### src/rtl/catch_scorer.sv
// Score stage for meatsquares: per-frame lane hit test, BCD score, misses,
// and a 12x7 score panel rasteriser feeding the VGA adapter.
module catch_scorer #(
    parameter int         LANES      = 60,
    parameter int         LANE_W     = 2,
    parameter int         CATCH_W    = 16,
    parameter int         MAX_MISSES = 3,
    parameter logic [7:0] SCORE_X    = 8'd128,
    parameter logic [6:0] SCORE_Y    = 7'd4
) (
    input  logic             clock,
    input  logic             reset,
    input  logic             update,
    input  logic [LANES-1:0] ground,
    input  logic [8:0]       mouse_position,
    input  logic             draw,
    output logic [7:0]       x,
    output logic [6:0]       y,
    output logic [2:0]       color,
    output logic             finish_drawing,
    output logic [11:0]      score,
    output logic [1:0]       misses,
    output logic             game_over,
    output logic             busy
);
    localparam int IW = $clog2(LANES);

    typedef enum logic {S_IDLE, S_SCAN} scan_t;
    typedef enum logic [1:0] {D_IDLE, D_PIX, D_DONE, D_WAIT} draw_t;

    scan_t            state_q, state_d;
    logic [IW-1:0]    i_q, i_d;
    logic [LANES-1:0] ground_q, ground_d;
    logic [8:0]       pos_q, pos_d;
    logic             busy_q, busy_d;
    logic [11:0]      score_q, score_d;
    logic [1:0]       misses_q, misses_d;
    logic             game_over_q, game_over_d;

    logic [9:0] lane_lo, lane_hi, pos_hi;
    logic       caught;

    function automatic logic [11:0] bcd_inc(input logic [11:0] s);
        logic [3:0] h, t, o;
        {h, t, o} = s;
        if (s == 12'h999) return s;
        if (o == 4'd9) begin
            o = 4'd0;
            if (t == 4'd9) begin
                t = 4'd0;
                h = h + 4'd1;
            end else begin
                t = t + 4'd1;
            end
        end else begin
            o = o + 4'd1;
        end
        return {h, t, o};
    endfunction

    // Inclusive span overlap, evaluated in 10 bits so pos+CATCH_W-1 never wraps.
    always_comb begin
        lane_lo = 10'(i_q) * 10'(LANE_W);
        lane_hi = lane_lo + 10'(LANE_W - 1);
        pos_hi  = {1'b0, pos_q} + 10'(CATCH_W - 1);
        caught  = (lane_hi >= {1'b0, pos_q}) && (lane_lo <= pos_hi);
    end

    always_comb begin
        state_d     = state_q;
        i_d         = i_q;
        ground_d    = ground_q;
        pos_d       = pos_q;
        busy_d      = busy_q;
        score_d     = score_q;
        misses_d    = misses_q;
        game_over_d = game_over_q;
        unique case (state_q)
            S_IDLE: begin
                if (update) begin
                    ground_d = ground;
                    pos_d    = mouse_position;
                    i_d      = '0;
                    busy_d   = 1'b1;
                    state_d  = S_SCAN;
                end
            end
            S_SCAN: begin
                if (ground_q[i_q]) begin
                    if (caught) begin
                        if (!game_over_q) score_d = bcd_inc(score_q);
                    end else begin
                        if (misses_q != 2'(MAX_MISSES))
                            misses_d = misses_q + 2'd1;
                        game_over_d = (misses_d == 2'(MAX_MISSES));
                    end
                end
                if (i_q == IW'(LANES - 1)) begin
                    state_d = S_IDLE;
                    busy_d  = 1'b0;
                end else begin
                    i_d = i_q + 1'b1;
                end
            end
            default: state_d = S_IDLE;
        endcase
    end

    always_ff @(posedge clock or posedge reset) begin
        if (reset) begin
            state_q     <= S_IDLE;
            i_q         <= '0;
            ground_q    <= '0;
            pos_q       <= '0;
            busy_q      <= 1'b0;
            score_q     <= '0;
            misses_q    <= '0;
            game_over_q <= 1'b0;
        end else begin
            state_q     <= state_d;
            i_q         <= i_d;
            ground_q    <= ground_d;
            pos_q       <= pos_d;
            busy_q      <= busy_d;
            score_q     <= score_d;
            misses_q    <= misses_d;
            game_over_q <= game_over_d;
        end
    end

    draw_t       dstate_q, dstate_d;
    logic [3:0]  cx_q, cx_d;
    logic [2:0]  cy_q, cy_d;
    logic [11:0] snap_score_q, snap_score_d;
    logic [1:0]  snap_misses_q, snap_misses_d;
    logic [7:0]  x_q, x_d;
    logic [6:0]  y_q, y_d;
    logic [2:0]  color_q, color_d;
    logic        fin_q, fin_d;

    logic [3:0]  digit;
    logic [14:0] glyph;
    logic [2:0]  row;
    logic        lit;
    logic [2:0]  pix;

    function automatic logic [14:0] font(input logic [3:0] d);
        case (d)
            4'd0:    font = 15'b111_101_101_101_111;
            4'd1:    font = 15'b010_110_010_010_111;
            4'd2:    font = 15'b111_001_111_100_111;
            4'd3:    font = 15'b111_001_111_001_111;
            4'd4:    font = 15'b101_101_111_001_001;
            4'd5:    font = 15'b111_100_111_001_111;
            4'd6:    font = 15'b111_100_111_101_111;
            4'd7:    font = 15'b111_001_001_001_001;
            4'd8:    font = 15'b111_101_111_101_111;
            4'd9:    font = 15'b111_101_111_001_111;
            default: font = 15'b0;
        endcase
    endfunction

    always_comb begin
        case (cx_q[3:2])
            2'd0:    digit = snap_score_q[11:8];
            2'd1:    digit = snap_score_q[7:4];
            default: digit = snap_score_q[3:0];
        endcase
        glyph = font(digit);
        case (cy_q)
            3'd0:    row = glyph[14:12];
            3'd1:    row = glyph[11:9];
            3'd2:    row = glyph[8:6];
            3'd3:    row = glyph[5:3];
            3'd4:    row = glyph[2:0];
            default: row = 3'b000;
        endcase
        case (cx_q[1:0])
            2'd0:    lit = row[2];
            2'd1:    lit = row[1];
            2'd2:    lit = row[0];
            default: lit = 1'b0;
        endcase
        pix = 3'b000;
        if (cy_q <= 3'd4) begin
            if (lit) pix = 3'b111;
        end else if (cy_q == 3'd6) begin
            if (cx_q < 4'(MAX_MISSES))
                pix = (cx_q < {2'b00, snap_misses_q}) ? 3'b100 : 3'b010;
        end
    end

    always_comb begin
        dstate_d      = dstate_q;
        cx_d          = cx_q;
        cy_d          = cy_q;
        snap_score_d  = snap_score_q;
        snap_misses_d = snap_misses_q;
        x_d           = x_q;
        y_d           = y_q;
        color_d       = color_q;
        fin_d         = 1'b0;
        unique case (dstate_q)
            D_IDLE: begin
                if (draw) begin
                    snap_score_d  = score_q;
                    snap_misses_d = misses_q;
                    cx_d          = '0;
                    cy_d          = '0;
                    dstate_d      = D_PIX;
                end
            end
            D_PIX: begin
                x_d     = SCORE_X + {4'b0000, cx_q};
                y_d     = SCORE_Y + {4'b0000, cy_q};
                color_d = pix;
                if (cx_q == 4'd11) begin
                    cx_d = '0;
                    if (cy_q == 3'd6) dstate_d = D_DONE;
                    else cy_d = cy_q + 3'd1;
                end else begin
                    cx_d = cx_q + 4'd1;
                end
            end
            D_DONE: begin
                fin_d    = 1'b1;
                dstate_d = D_WAIT;
            end
            D_WAIT: begin
                if (!draw) dstate_d = D_IDLE;
            end
            default: dstate_d = D_IDLE;
        endcase
    end

    always_ff @(posedge clock or posedge reset) begin
        if (reset) begin
            dstate_q      <= D_IDLE;
            cx_q          <= '0;
            cy_q          <= '0;
            snap_score_q  <= '0;
            snap_misses_q <= '0;
            x_q           <= '0;
            y_q           <= '0;
            color_q       <= '0;
            fin_q         <= 1'b0;
        end else begin
            dstate_q      <= dstate_d;
            cx_q          <= cx_d;
            cy_q          <= cy_d;
            snap_score_q  <= snap_score_d;
            snap_misses_q <= snap_misses_d;
            x_q           <= x_d;
            y_q           <= y_d;
            color_q       <= color_d;
            fin_q         <= fin_d;
        end
    end

    assign x              = x_q;
    assign y              = y_q;
    assign color          = color_q;
    assign finish_drawing = fin_q;
    assign score          = score_q;
    assign misses         = misses_q;
    assign game_over      = game_over_q;
    assign busy           = busy_q;
endmodule

### config.mk
export PLATFORM = sky130hd
export DESIGN_NAME = catch_scorer
export DESIGN_NICKNAME = d
export VERILOG_FILES = /design/src/rtl/catch_scorer.sv
export SDC_FILE = /design/constraint.sdc
export NUM_CORES = 1
export LEC_CHECK = 0
export ABC_AREA = 0
export BUFFER_PORTS_ARGS = -buffer_cell sky130_fd_sc_hd__buf_2
export CAP_MARGIN = 5
export CORE_ASPECT_RATIO = 0.7
export CORE_MARGIN = 2
export CORE_UTILIZATION = 41
export CTS_CLUSTER_DIAMETER = 30
export DETAILED_ROUTE_END_ITERATION = 6
export GPL_ROUTABILITY_DRIVEN = 1
export SLEW_MARGIN = 10
export SYNTH_ARGS = -nofsm -noshare
export SYNTH_HDL_FRONTEND = slang
export SYNTH_SLANG_ARGS = --single-unit
export TNS_END_PERCENT = 100
### constraint.sdc
create_clock -name clock -period 4.7 [get_ports clock]
set_input_delay 0.94 -clock clock [delete_from_list [all_inputs] [get_ports clock]]
set_output_delay 0.94 -clock clock [all_outputs]
set_load 0.02 [all_outputs]
==> results of run 1 <==
[metal layers]
metal	vias to the layer above	global-route usage	wire length, um
li1	2583	-	-
met1	2588	0.2765	7806
met2	145	0.2896	7056
met3	11	0.04905	739
met4	0	0.05333	140
met5	-	0	0
[path summary, 6_finish.rpt]
path	start	to	slack [ns]
setup / recovery	pos_q[2]	score[5]	1.30
hold / removal	x[7]	x[7]	0.46
setup reg to reg	pos_q[2]	score[5]	1.30
hold reg to reg	x[7]	x[7]	0.46
max in group asynchronous	reset	snap_score_q[3]	3.01
min in group asynchronous	reset	color[2]	0.71
[report_power, final]
group / switching, W / leakage (nW) / internal, W
Combinational: 0.000381 / 2.12 / 0.000266
Clock: 0.000489 / 0.287 / 0.000843
Sequential: 0.0000843 / 1.63 / 0.00120
Total: 0.000954 / 4.04 / 0.00231
[metrics by stage]
step,hold WS [ns],util,area [sq um],power [W]
floorplan,0.4373,-,6815,0.001752
global placement,0.4459,0.4578,7440,0.001925
detailed placement,0.4541,0.4578,7440,0.001949
CTS,0.4690,0.4941,8029,0.003294
global route,0.4780,0.4944,8034,0.003443
finish,0.4639,0.4944,8034,0.003262
[cell type report]
class | count | area (sq um) | area share
sequential | 128 | 3203 | 0.3987
tap | 225 | 281.5 | 0.03504
clock inverter | 11 | 138.9 | 0.01729
inverter | 31 | 118.9 | 0.01480
multi-input combinational | 513 | 3306 | 0.4115
timing repair buffer | 105 | 535.5 | 0.06666
clock buffer | 21 | 450.4 | 0.05607
[flip-flops by register name, summed over array words and instances (netlist names)]
signal / cells
busy: 1
color: 3
cx_q: 4
cy_q: 3
dstate_q: 2
finish_drawing: 1
game_over: 1
ground_q: 60
i_q: 6
misses: 2
pos_q: 9
score: 12
snap_misses_q: 2
snap_score_q: 12
state_q: 1
x: 5
y: 4
[cell usage after synthesis, drive strengths merged (7+ instances only)]
cell type	n	area share
nand2	229	0.13
dfrtp	128	0.47
ha	35	0.064
o21ai	31	0.023
inv	30	0.017
mux2	24	0.040
nand3	23	0.017
clkbuf	22	0.012
buf	15	0.018
nor2	14	0.0077
mux2i	13	0.019
mux4	13	0.048
xnor2	12	0.015
nor2b	11	0.010
a21oi	10	0.0074
a31oi	9	0.0083
nor3	7	0.0059
[worst max-delay path, delay by kind of cell, from the launching register on]
kind / cells / cell delay, ns
DFF: 1 / 0.40
muxes: 1 / 0.31
AOI/OAI and AO/OA: 2 / 0.55
and+or+nand+nor: 6 / 1.62
xor gates and xnor gates: 1 / 0.09
adders and majority gates: 1 / 0.32
[cells by family after synthesis]
logic type,after synthesis
compound gates,96
flops,128
other cells,1
fa+ha+maj,35
buf+inv,68
xor+xnor,13
simple gates,313
mux,50
==> results by group, run 1 <==
Pwr
  • Maximum vdd drop: 0.2239 mV
  • Leakage: just over 4 nW
  • Pwr/cell area: a little over 400 mW/mm^2

Detailed routing
  • Drt pass-1 iters: 5
  • # DRC: 0
  • Vias per inst: 5.152
  • Via count: around 5300
  • DR iter-0 viols: 363
  • Post-DR wirelength/cell: roughly 15 um
  • Post-Route WL: around 16 mm
  • Post-route ant nets: 0

Critical path
  • Slowest cell delay on critical path: approximately 0.56 ns
  • Crit Path Max Fanout: 8
  • CP Class: reg -> reg
  • CP Data Required Time: around 5 ns
  • CP Launch Type: flop
  • Crit. End Element: flop
  • Max stage delay cell, worst path: nor4b_4
  • WP data arrival: 3.70 ns
  • Critical-path cell list: nor4_1 > nand2b_1 > xnor2_1 > ha_1 > nand4_1 > o32a_1 > nor3_2 > o22ai_1 > nor4b_4 > nand2_1 > mux2_4
  • Worst Reg-to-Reg Cells: 11

STA
  • Final worst slack: ~1.3 ns
  • Final Cycle Share: 0.7234
  • Slew @ Worst Pin: approximately 0.9 ns
  • Minimum clock period: between 3 and 4 ns
  • Max Slew Vio Count: 0
  • Setup Viol. Count Final: 0
  • Fmax: 294.1 MHz
  • RSZ-0062 raised after global routing: no
  • Slew headroom: 0.3995
  • Fin. Hold Viols: 0
  • Fin Setup TNS: 0 ns
  • Setup Skew: 0.006403 ns

Worst hold path
  • HP Class: reg -> reg
  • Hold path depth: 1

Clock tree
  • CTS Hold Bufs: 0
  • H-Tree Depth: 4
  • Setup Fix Bufs, Post-CTS: 0
  • Num CTS Buffers: 17
  • Clock root cell: clkbuf_16
  • Clk sinks: about 130
  • CTS tree: yes
  • Skew-Pair Late Insertion Delay: about 0.42 ns
  • Longest Clk Path Bufs: 2
  • Clock slew at reported path FFs: 0.06 ns
  • Cts repair resizes: 0

GRT
  • Grt total ovfl: 0
  • First-pass GRT wire length: about 27 mm
  • Vias in the first global route: 5316
  • Initial antenna violation count: 0
  • Total GRT Usage: 0.1925
  • Largest net degree at the start of global routing: 68

Floorplan
  • Die W: roughly 160 um
  • Area of the core: between 0.015 and 0.02 sq mm
  • Std-Cell Rows: 39
  • Starting Density: 0.4183
  • IO Pins: around 110
  • Die area: 0.01764 sq mm
  • Die Height: ~110 um

Final layout
  • Non-Filler Instances: 1034
  • Nets: 904
  • Diode count: 0
  • Most common cell after layout, fill and taps aside: nand2_1
  • Area Overhead vs Synth: 18.21%
  • Layout cells sized above 1: 0.2138
  • Commonest cells after routing, fill and taps aside: nand2_1, dfrtp_1, buf_2
  • Fillcell total: 1519

Synthesis
  • Adder-Cell Fraction of Synth Area: 0.06443
  • Cell area after synthesis: ~0.0068 sq mm
  • Mapped Avg Cell Area: roughly 9.7 sq um
  • Mux share of post-synthesis cell area: 0.1075
  • Ys Warns: 0
  • Post-synthesis compound-gate area fraction: 0.09334
  • Synth Area in Simple Gates: 0.1988
  • Number of synthesized flops with an enable pin: 0
  • Ys async rst share: 1.000
  • Xor and xnor area share after synthesis: 0.01675
  • Largest family of logic cells by synthesized area: simple AND/OR/NAND/NOR gates
  • Post-Synthesis Cells: 704
  • Post-synthesis cell type count: 62
  • Post-synth top flop: dfrtp_1
  • Seq/Total Area, Yosys: 0.4713
  • Synth Register Bits: ~130

Placement
  • DP HPWL: approximately 11 mm
  • Dpl ws: 1.349 ns
  • RD Place Congestion: about 0.91
  • Placed cell count: around 1000
  • I/O Buffers: 101

Run
  • Max-Cap Viols: 0

Outcome
  • Status: finished clean
No activity file was read; power rests on OpenSTA's default activity.
==> run 2, diff against run 1 <==
==> constraint.sdc (replaced) <==
create_clock -name clock -period 2.7 [get_ports clock]
set_input_delay 0.54 -clock clock [delete_from_list [all_inputs] [get_ports clock]]
set_output_delay 0.54 -clock clock [all_outputs]
set_load 0.02 [all_outputs]
==> results by group, run 2 (synthesis gave the netlist of run 1 again) <==
Final layout
  • Max reg flops: 60 (unchanged)
  • Area Overhead vs Synth: 25.29%
  • Commonest cells after routing, fill and taps aside: nand2_1, dfrtp_1, buf_2
  • Top reg by flops: ground_q
  • Fillcell total: 1496 (-1.5%)
  • Nets: 945 (+4.5%)
  • Layout cells sized above 1: 0.2765 (+0.06263)
  • Most common cell after layout, fill and taps aside: nand2_1
  • Diode count: 0 (unchanged)
  • Footprint of the multi-input gates: 0.003408 sq mm (+3.1%)
  • Reg area: 0.003204 sq mm (about the same)

GRT
  • Initial antenna violation count: 0 (unchanged)
  • Grt total ovfl: 0 (unchanged)
  • Total GRT Usage: 0.2028 (+0.01030)
  • Largest net degree at the start of global routing: 61 (-10%)
  • First-pass GRT wire length: 28.12 mm (+5.0%)
  • Vias in the first global route: 5583 (+5.0%)

Critical path
  • Critical-path cell list: nor4_2 > nand2b_1 > xnor2_1 > ha_1 > nand4_1 > o32a_1 > nor3_2 > o22ai_4 > nor4b_4 > buf_6 > nand2_1 > mux2_4
  • Cell count along the critical path: 12 (+1)
  • Critical path origin: pos_q[2]
  • Bufs and invs on worst path: 1 (+1)
  • Crit path max-delay family: simple AND/OR/NAND/NOR gates
  • WP data arrival: 3.23 ns (-0.47 ns)
  • R2r setup slk: -0.23 ns (-1.53 ns)
  • Worst Reg-to-Reg Cells: 12 (+1)
  • CP Launch Type: flop
  • CP Class: reg -> reg
  • Max stage delay cell, worst path: dfrtp_1
  • RR Endpoint: score[5]
  • Crit Path Max Fanout: 6 (-2)
  • CP Data Required Time: 3.01 ns (-1.99 ns)
  • Slowest cell delay on critical path: 0.39 ns (-0.17 ns)
  • Crit Reg-Reg Startpoint: pos_q[2]
  • Critical path capture point: score[5]
  • Crit. End Element: flop

Clock tree
  • Clk sinks: 128 (unchanged)
  • CTS Hold Bufs: 0 (unchanged)
  • Longest Clk Path Bufs: 2 (unchanged)
  • Clock slew at reported path FFs: 0.06 ns (about the same)
  • H-Tree Depth: 4 (unchanged)
  • CTS tree: yes
  • Skew-Pair Late Insertion Delay: 0.42 ns (about the same)
  • Clock root cell: clkbuf_16
  • Num CTS Buffers: 17 (unchanged)

Detailed routing
  • # DRC: 0 (unchanged)
  • Via count: 5426 (+1.9%)
  • Vias per inst: 5.047 (-2.0%)
  • DR iter-0 viols: 318 (-12%)
  • Drt pass-1 iters: 4 (-1)
  • Post-Route WL: 16.94 mm (+7.6%)
  • Post-route ant nets: 0 (unchanged)
  • Post-DR wirelength/cell: 15.76 um (+3.5%)

Outcome
  • Failing checks: setup timing
  • Status: finished with violations

Pwr
  • Logic gate share of total power: 0.218 (+0.020)
  • Switch Pwr: 0.001770 W (+86%)
  • Sequential fraction of design power: 0.383 (-0.011)
  • Switch share: 0.3059 (+0.01350)
  • Pwr/cell area: 679.6 mW/mm^2 (+67%)
  • Leakage: 4.242 nW (+4.9%)
  • Internal power: 0.004017 W (+74%)
  • Clk pwr share: 0.398 (-0.010)
  • Maximum vdd drop: 0.3078 mV (+37%)

Run
  • Max-Cap Viols: 0 (unchanged)

Floorplan
  • IO Pins: 108 (unchanged)
  • Area of the core: 0.01625 sq mm (unchanged)
  • Std-Cell Rows: 39 (unchanged)
  • Die W: 157.9 um (unchanged)
  • Die Height: 111.7 um (unchanged)
  • Die area: 0.01764 sq mm (unchanged)
  • Starting Density: 0.4183 (unchanged)

STA
  • RSZ-0062 raised after global routing: yes
  • Fin Hold WS: 0.09015 ns (-0.3737 ns)
  • Max Slew Vio Count: 0 (unchanged)
  • Fin. Hold Viols: 0 (unchanged)
  • Setup Skew: 0.009666 ns (+0.003262 ns)
  • Slew headroom: 0.5522 (+0.1527)
  • Minimum clock period: 2.927 ns (-0.4727 ns)
  • Setup Viol. Count Final: 13 (+13)
  • Fin Setup TNS: -1.887 ns (-1.887 ns)
  • Final Cycle Share: 1.084 (+0.3608)
  • Fmax: 341.6 MHz (+16%)
  • Slew @ Worst Pin: 0.6701 ns (-0.2306 ns)
  • Final worst slack: -0.2272 ns (-1.527 ns)

Placement
  • DP HPWL: 12.21 mm (+9.1%)
  • RD Place Congestion: 0.8491 (-6.9%)
  • I/O Buffers: 101 (unchanged)

Worst hold path
  • HP Class: in -> async
==> run 2: how the worst min path moves through the flow <==
stage	startpoint	to	slack, ns	depth (start not counted)
global route	reset	pos_q[8]	0.1	2
global placement	x[7]	x[7]	0.45	1
floorplan	ground_q[13]	ground_q[13]	0.44	2
detailed placement	x[7]	x[7]	0.45	1
CTS	reset	pos_q[8]	0.09	2
finish	reset	pos_q[8]	0.09	2
==> run 2: through the flow <==
step	instances	total power [W]	setup WS, ns	util	area (sq um)
2_1_floorplan	709	0.003056	-0.1165	-	6853
3_3_place_gp	1041	0.003440	-0.1413	0.4811	7818
3_5_place_dp	1041	0.003473	-0.2081	0.4811	7818
4_1_cts	1074	0.005809	-0.2135	0.5190	8433
5_1_grt	1075	0.006082	-0.3647	0.5241	8516
6_report	1075	0.005787	-0.2272	0.5241	8516
==> run 2: layout make-up <==
type,count,share of cell area
Inverter,31,0.01411
Tap cell,225,0.03306
Multi-Input combinational cell,513,0.4002
Clock inverter,14,0.01851
Timing Repair Buffer,146,0.1062
Sequential cell,128,0.3763
Clock buffer,18,0.05157
==> run 2: what timing repair did <==
item                                    in CTS  in global routing
pin swaps                                   10                  6
endpoints found under the setup margin      13                 18
resized for setup                            4                 16
setup buffers                                1                  1
==> run 2: metal layers <==
metal | up-vias | share of wire | track usage
met4 | 0 | 0.0064 | 0.04485
li1 | 2666 | - | -
met1 | 2631 | 0.51 | 0.3053
met2 | 120 | 0.43 | 0.2852
met5 | - | 0 | 0
met3 | 9 | 0.056 | 0.06423
==> run 2: power by group through the flow <==
stage	combinational, W	sequential, W	clock [W]
after floorplan	0.000768	0.00229	0
after global placement	0.00120	0.00224	0
after detailed placement	0.00122	0.00225	0
after CTS	0.00124	0.00222	0.00235
after global routing	0.00140	0.00224	0.00244
final	0.00126	0.00222	0.00231
